## src/rtl/pattern_pkg.sv

```systemverilog
// Shared types and constants for the pattern bit serializer slice.
package pattern_pkg;

    typedef enum logic {
        SER_IDLE  = 1'b0,
        SER_SHIFT = 1'b1
    } ser_state_e;

    localparam int WORDS_CNT_W = 16;

endpackage

```

## src/rtl/pattern_word_fifo.sv

```systemverilog
// Show-ahead synchronous word FIFO with flush; head word is always on rdata.
module pattern_word_fifo #(
    parameter int WIDTH = 8,
    parameter int DEPTH = 4,
    localparam int PTR_W = $clog2(DEPTH),
    localparam int CNT_W = $clog2(DEPTH) + 1
) (
    input  logic             clk,
    input  logic             rst,
    input  logic             push,
    input  logic             pop,
    input  logic             flush,
    input  logic [WIDTH-1:0] wdata,
    output logic [WIDTH-1:0] rdata,
    output logic             full,
    output logic             empty,
    output logic [CNT_W-1:0] count
);

    logic [WIDTH-1:0] mem_q [DEPTH];
    logic [PTR_W-1:0] wr_ptr_q, wr_ptr_d;
    logic [PTR_W-1:0] rd_ptr_q, rd_ptr_d;
    logic [CNT_W-1:0] count_q, count_d;
    logic             push_ok;
    logic             pop_ok;

    assign full    = (count_q == CNT_W'(DEPTH));
    assign empty   = (count_q == '0);
    assign count   = count_q;
    assign rdata   = mem_q[rd_ptr_q];
    assign push_ok = push && !full && !flush;
    assign pop_ok  = pop && !empty && !flush;

    always_comb begin
        // NOTE: every signal gets a default first so no path leaves it unassigned (no latch).
        wr_ptr_d = wr_ptr_q;
        rd_ptr_d = rd_ptr_q;
        count_d  = count_q;
        if (flush) begin
            wr_ptr_d = '0;
            rd_ptr_d = '0;
            count_d  = '0;
        end else begin
            if (push_ok) wr_ptr_d = wr_ptr_q + 1'b1;
            if (pop_ok)  rd_ptr_d = rd_ptr_q + 1'b1;
            count_d = count_q + CNT_W'(push_ok) - CNT_W'(pop_ok);
        end
    end

    always_ff @(posedge clk) begin
        // NOTE: sequential state uses non-blocking assignments so all flops update together.
        if (rst) begin
            wr_ptr_q <= '0;
            rd_ptr_q <= '0;
            count_q  <= '0;
        end else begin
            wr_ptr_q <= wr_ptr_d;
            rd_ptr_q <= rd_ptr_d;
            count_q  <= count_d;
        end
    end

    // NOTE: storage is not reset; the pointers and count alone decide which entries are live.
    always_ff @(posedge clk) begin
        if (!rst && push_ok) mem_q[wr_ptr_q] <= wdata;
    end

endmodule

```

## src/rtl/pattern_bit_serializer.sv

```systemverilog
// Buffers parallel words and shifts them out gaplessly, one bit per clock, to the 1010 detector.
module pattern_bit_serializer
    import pattern_pkg::*;
#(
    parameter int WIDTH     = 8,
    parameter int DEPTH     = 4,
    parameter bit MSB_FIRST = 1'b1
) (
    input  logic                   clk,
    input  logic                   rst,
    input  logic [WIDTH-1:0]       word_in,
    input  logic                   word_valid,
    output logic                   word_ready,
    input  logic                   flush,
    output logic                   bit_out,
    output logic                   bit_valid,
    output logic                   busy,
    output logic [WORDS_CNT_W-1:0] words_sent
);

    localparam int IDX_W = $clog2(WIDTH);
    localparam int CNT_W = $clog2(DEPTH) + 1;

    ser_state_e             state_q, state_d;
    logic [WIDTH-1:0]       shreg_q, shreg_d;
    logic [IDX_W-1:0]       bit_idx_q, bit_idx_d;
    logic [WORDS_CNT_W-1:0] words_sent_q, words_sent_d;
    logic                   bit_out_q, bit_out_d;
    logic                   bit_valid_q, bit_valid_d;
    logic                   busy_q, busy_d;

    logic             push;
    logic             pop;
    logic [WIDTH-1:0] head_word;
    logic             fifo_full;
    logic             fifo_empty;
    logic [CNT_W-1:0] fifo_count;
    logic [CNT_W-1:0] count_next;
    logic [IDX_W-1:0] sel_d;

    assign word_ready = !rst && !fifo_full;
    assign push       = word_valid && word_ready;

    pattern_word_fifo #(
        .WIDTH (WIDTH),
        .DEPTH (DEPTH)
    ) u_fifo (
        .clk   (clk),
        .rst   (rst),
        .push  (push),
        .pop   (pop),
        .flush (flush),
        .wdata (word_in),
        .rdata (head_word),
        .full  (fifo_full),
        .empty (fifo_empty),
        .count (fifo_count)
    );

    always_comb begin
        state_d      = state_q;
        shreg_d      = shreg_q;
        bit_idx_d    = bit_idx_q;
        words_sent_d = words_sent_q;
        pop          = 1'b0;
        case (state_q)
            SER_IDLE: begin
                if (!fifo_empty) begin
                    pop       = 1'b1;
                    shreg_d   = head_word;
                    bit_idx_d = '0;
                    state_d   = SER_SHIFT;
                end
            end
            SER_SHIFT: begin
                if (bit_idx_q == IDX_W'(WIDTH - 1)) begin
                    words_sent_d = words_sent_q + 1'b1;
                    // Chain straight into the next queued word so boundary-spanning patterns survive.
                    if (!fifo_empty) begin
                        pop       = 1'b1;
                        shreg_d   = head_word;
                        bit_idx_d = '0;
                    end else begin
                        state_d = SER_IDLE;
                    end
                end else begin
                    bit_idx_d = bit_idx_q + 1'b1;
                end
            end
            default: state_d = SER_IDLE;
        endcase

        if (flush) begin
            state_d      = SER_IDLE;
            pop          = 1'b0;
            words_sent_d = words_sent_q;
        end

        count_next  = flush ? '0 : fifo_count + CNT_W'(push) - CNT_W'(pop);
        sel_d       = MSB_FIRST ? IDX_W'(WIDTH - 1) - bit_idx_d : bit_idx_d;
        bit_valid_d = (state_d == SER_SHIFT);
        bit_out_d   = bit_valid_d && shreg_d[sel_d];
        busy_d      = (state_d == SER_SHIFT) || (count_next != '0);
    end

    always_ff @(posedge clk) begin
        if (rst) begin
            state_q      <= SER_IDLE;
            shreg_q      <= '0;
            bit_idx_q    <= '0;
            words_sent_q <= '0;
            bit_out_q    <= 1'b0;
            bit_valid_q  <= 1'b0;
            busy_q       <= 1'b0;
        end else begin
            state_q      <= state_d;
            shreg_q      <= shreg_d;
            bit_idx_q    <= bit_idx_d;
            words_sent_q <= words_sent_d;
            bit_out_q    <= bit_out_d;
            bit_valid_q  <= bit_valid_d;
            busy_q       <= busy_d;
        end
    end

    assign bit_out    = bit_out_q;
    assign bit_valid  = bit_valid_q;
    assign busy       = busy_q;
    assign words_sent = words_sent_q;

endmodule

```

## config.mk

```make
export PLATFORM = sky130hd
export DESIGN_NAME = pattern_bit_serializer
export DESIGN_NICKNAME = d
export VERILOG_FILES = /design/src/rtl/pattern_pkg.sv /design/src/rtl/pattern_word_fifo.sv /design/src/rtl/pattern_bit_serializer.sv
export SDC_FILE = /design/constraint.sdc
export NUM_CORES = 1
export LEC_CHECK = 0
export ABC_AREA = 1
export ABC_CLOCK_PERIOD_IN_PS = 3050
export CAP_MARGIN = 15
export CORE_MARGIN = 2
export CORE_UTILIZATION = 51
export CTS_CLUSTER_DIAMETER = 80
export CTS_CLUSTER_SIZE = 40
export DETAILED_ROUTE_END_ITERATION = 16
export PLACE_DENSITY = 0.69
export SYNTH_ARGS = -nofsm -noshare
export SYNTH_HDL_FRONTEND = slang
export SYNTH_HIERARCHICAL = 1
export SYNTH_SLANG_ARGS = --single-unit
```

## constraint.sdc

```tcl
create_clock -name clk -period 3.05 [get_ports clk]
set_clock_uncertainty 0.1 [all_clocks]
set_input_delay 0.7625 -clock clk [delete_from_list [all_inputs] [get_ports clk]]
set_output_delay 0.7625 -clock clk [all_outputs]
set_load 0.005 [all_outputs]
```

==> metrics.cfg <==
[run_status]
outcome=finished clean

[timing]
drv_slew=0
setup_ws_ns=0.1493
setup_viol=0
post-route-period-util=0.9511
finalHoldViolCount=0
fmaxAchievable_mhz=344.7
worstMarginPinSlew_ns=0.3226
tns_ns=0
grt_setup_unrepaired=false
period_needed_ns=2.901
worst_slew_margin_rel=0.7846

[clocking]
cts_tree=done
cts.clk_slew.worst_paths_ns=0.08
clk_latency_ns=0.33
numCtsBuffers=9
clock_sinks=71
htreeDepth=3
clockRootBuffer=clkbuf_8
clk_path_buf_depth=2
post_cts_buffers=0
cts_hold_buf=0

[synth]
yosysTopAreaCellShare=0.2866
synth_area_mm2=0.003353
yosysSeqAreaShare=0.5194
synth_edf_count=32
syn_inst=384
yosys-top-cells-area=edfxtp_1 29%, dfxtp_1 23%, nand2_1 7.4%
synthFlopType=dfxtp_1
synth_nets=409
synth-seq-cells=71
yosysTopAreaCell=edfxtp_1
synth_warnings=6
synth-async-reset-ratio=0
synth_cell_types=35
avgSynthCellArea_um2=8.732

[setup_path]
crit_type=input port to output port
rrSetupSlack_ns=0.30
end_kind=output port
path_buf_inv=3
crit_fanout=23
path_delay_family=buffers and inverters
path_cells=clkdlybuf4s50_1 -> buf_4 -> nor2_1 -> clkdlybuf4s50_1
worstPathArrival_ns=2.04
cp_common_cell=clkdlybuf4s50_1
required_ns=2.19
slowest_delay_ns=0.47
cpMaxStageDelayCell=clkdlybuf4s50_1
cp-start-kind=input port

[cells_and_area]
regArea_mm2=0.001744
layout_common_cells=66 x nand2_1, 63 x inv_1, 59 x nor2_1
fin_nets=456
n_antenna_cell=0
final_common_cell=nand2_1
area_delta_synth_final_pct=19.59
drive_above_1_share=0.1216
fillerInstances=532
multi_input_area_mm2=0.001316

[global_routing]
antenna_found_initial=0
grt_usage=0.1876
grt_overflow=0
grt_pass1_vias=2422
grt_max_degree=24
grt_pass1_wl_um=10740

[die]
pin_count=32
start_util=0.5281
fp.coreArea_mm2=0.006350
die_area_mm2=0.007239
die_width_um=85.09
die_h_um=85.09
rows=29

[run]
maxCapViolations=0

[power]
irDropWorstVdd_mv=0.3155
p_per_area_mw_per_mm2=474.0
p_leak_nw=1.603

[placed_design]
dpl.hpwl_um=4463
gp_congestion=0.8319
pre_cts_ws_ns=0.006342
io_buffers=31

[detailed_routing]
wl_um=6202
via_per_inst=4.871
drt-initial-drc-count=91
wl_per_cell_um=12.09
dr.pass1.iters=4
drc=0
ant_nets=0
via_count=2499

[hold_path]
hold_path.class=flop to flop

-- timing repair --
| item | in CTS | in global routing |
|---|---|---|
| gates resized for setup | 0 | 2 |
| setup endpoints to repair | 0 | 2 |
| hold endpoints to repair | 0 | 0 |
-- synthesized netlist by cell type (3+ instances only) --
master and number:
a21oi_1 11, buf_6 3, dfxtp_1 39, edfxtp_1 32
ha_1 11, inv_1 63, nand2_1 66, nand2_2 5
nand2_4 3, nand3_1 15, nand3b_1 5, nor2_1 59
nor2_2 6, nor2_4 3, nor3_1 7, o21ai_0 20
o21ai_1 3, o22ai_1 9
-- stage by stage --
stage                     cells  instance area [um^2]  utilization  hold slack [ns]  total power, mW
after floorplan             384                  3353            -           0.3664            1.069
after global placement      497                  3787       0.5965           0.3869            1.105
after detailed placement    497                  3787       0.5965           0.3924            1.107
after CTS                   513                  4008       0.6311           0.4077            1.922
after global routing        513                  4010       0.6315           0.4343            1.980
final                       513                  4010       0.6315           0.4082            1.901
-- final cells by class --
class / instances / area share
Clock buffer: 10 / 0.03183
Clock inverter: 6 / 0.02309
Inverter: 64 / 0.05991
Multi-Input combinational cell: 243 / 0.3282
Sequential cell: 71 / 0.4349
Tap cell: 77 / 0.02402
Timing Repair Buffer: 42 / 0.09797
-- worst paths after layout --
path	depth (start not counted)	end	start
max	4	word_ready	rst
min	2	words_sent[10]	words_sent[10]
max reg2reg	14	busy	u_fifo/count[1]
min reg2reg	2	words_sent[10]	words_sent[10]
-- cell families (layout without fill, tap and decap cells) --
logic type      count (synthesis)  after routing  share of synthesized area
xor+xnor                        3              3                   0.007837
compound gates                 49             49                    0.08134
buf+inv                        70            122                    0.08806
simple gates                  178            178                     0.2504
fa+ha+maj                      13             13                    0.05298
flops                          71             71                     0.5194
-- worst min-delay path, stage by stage, from the launching register on --
cell,delay [ns]
dfxtp_1,0.34
inv_1,0.07
a21oi_1,0.06
-- report_power, final --
part / internal, mW / switching [mW]
clock: 0.466 / 0.350
sequential: 1.00 / 0.00276
combinational: 0.0367 / 0.0448
-- per-layer routing --
metal	vias up	track usage	share of wire	routed length [um]
li1	1326	-	-	-
met1	1133	0.2513	0.49	3015
met2	36	0.2976	0.47	2906
met3	4	0.05156	0.038	236
met4	0	0.05916	0.0069	43
met5	-	0	0	0
-- flip-flops by register name, indices dropped and copies added (netlist names), named ones only --
register,cells
bit_idx_q,3
bit_out,1
bit_valid,1
busy,1
shreg_q,8
u_fifo/count,3
u_fifo/mem_q,32
u_fifo/rd_ptr_q,2
u_fifo/wr_ptr_q,2
words_sent,16
No activity file was read; power rests on OpenSTA's default activity.
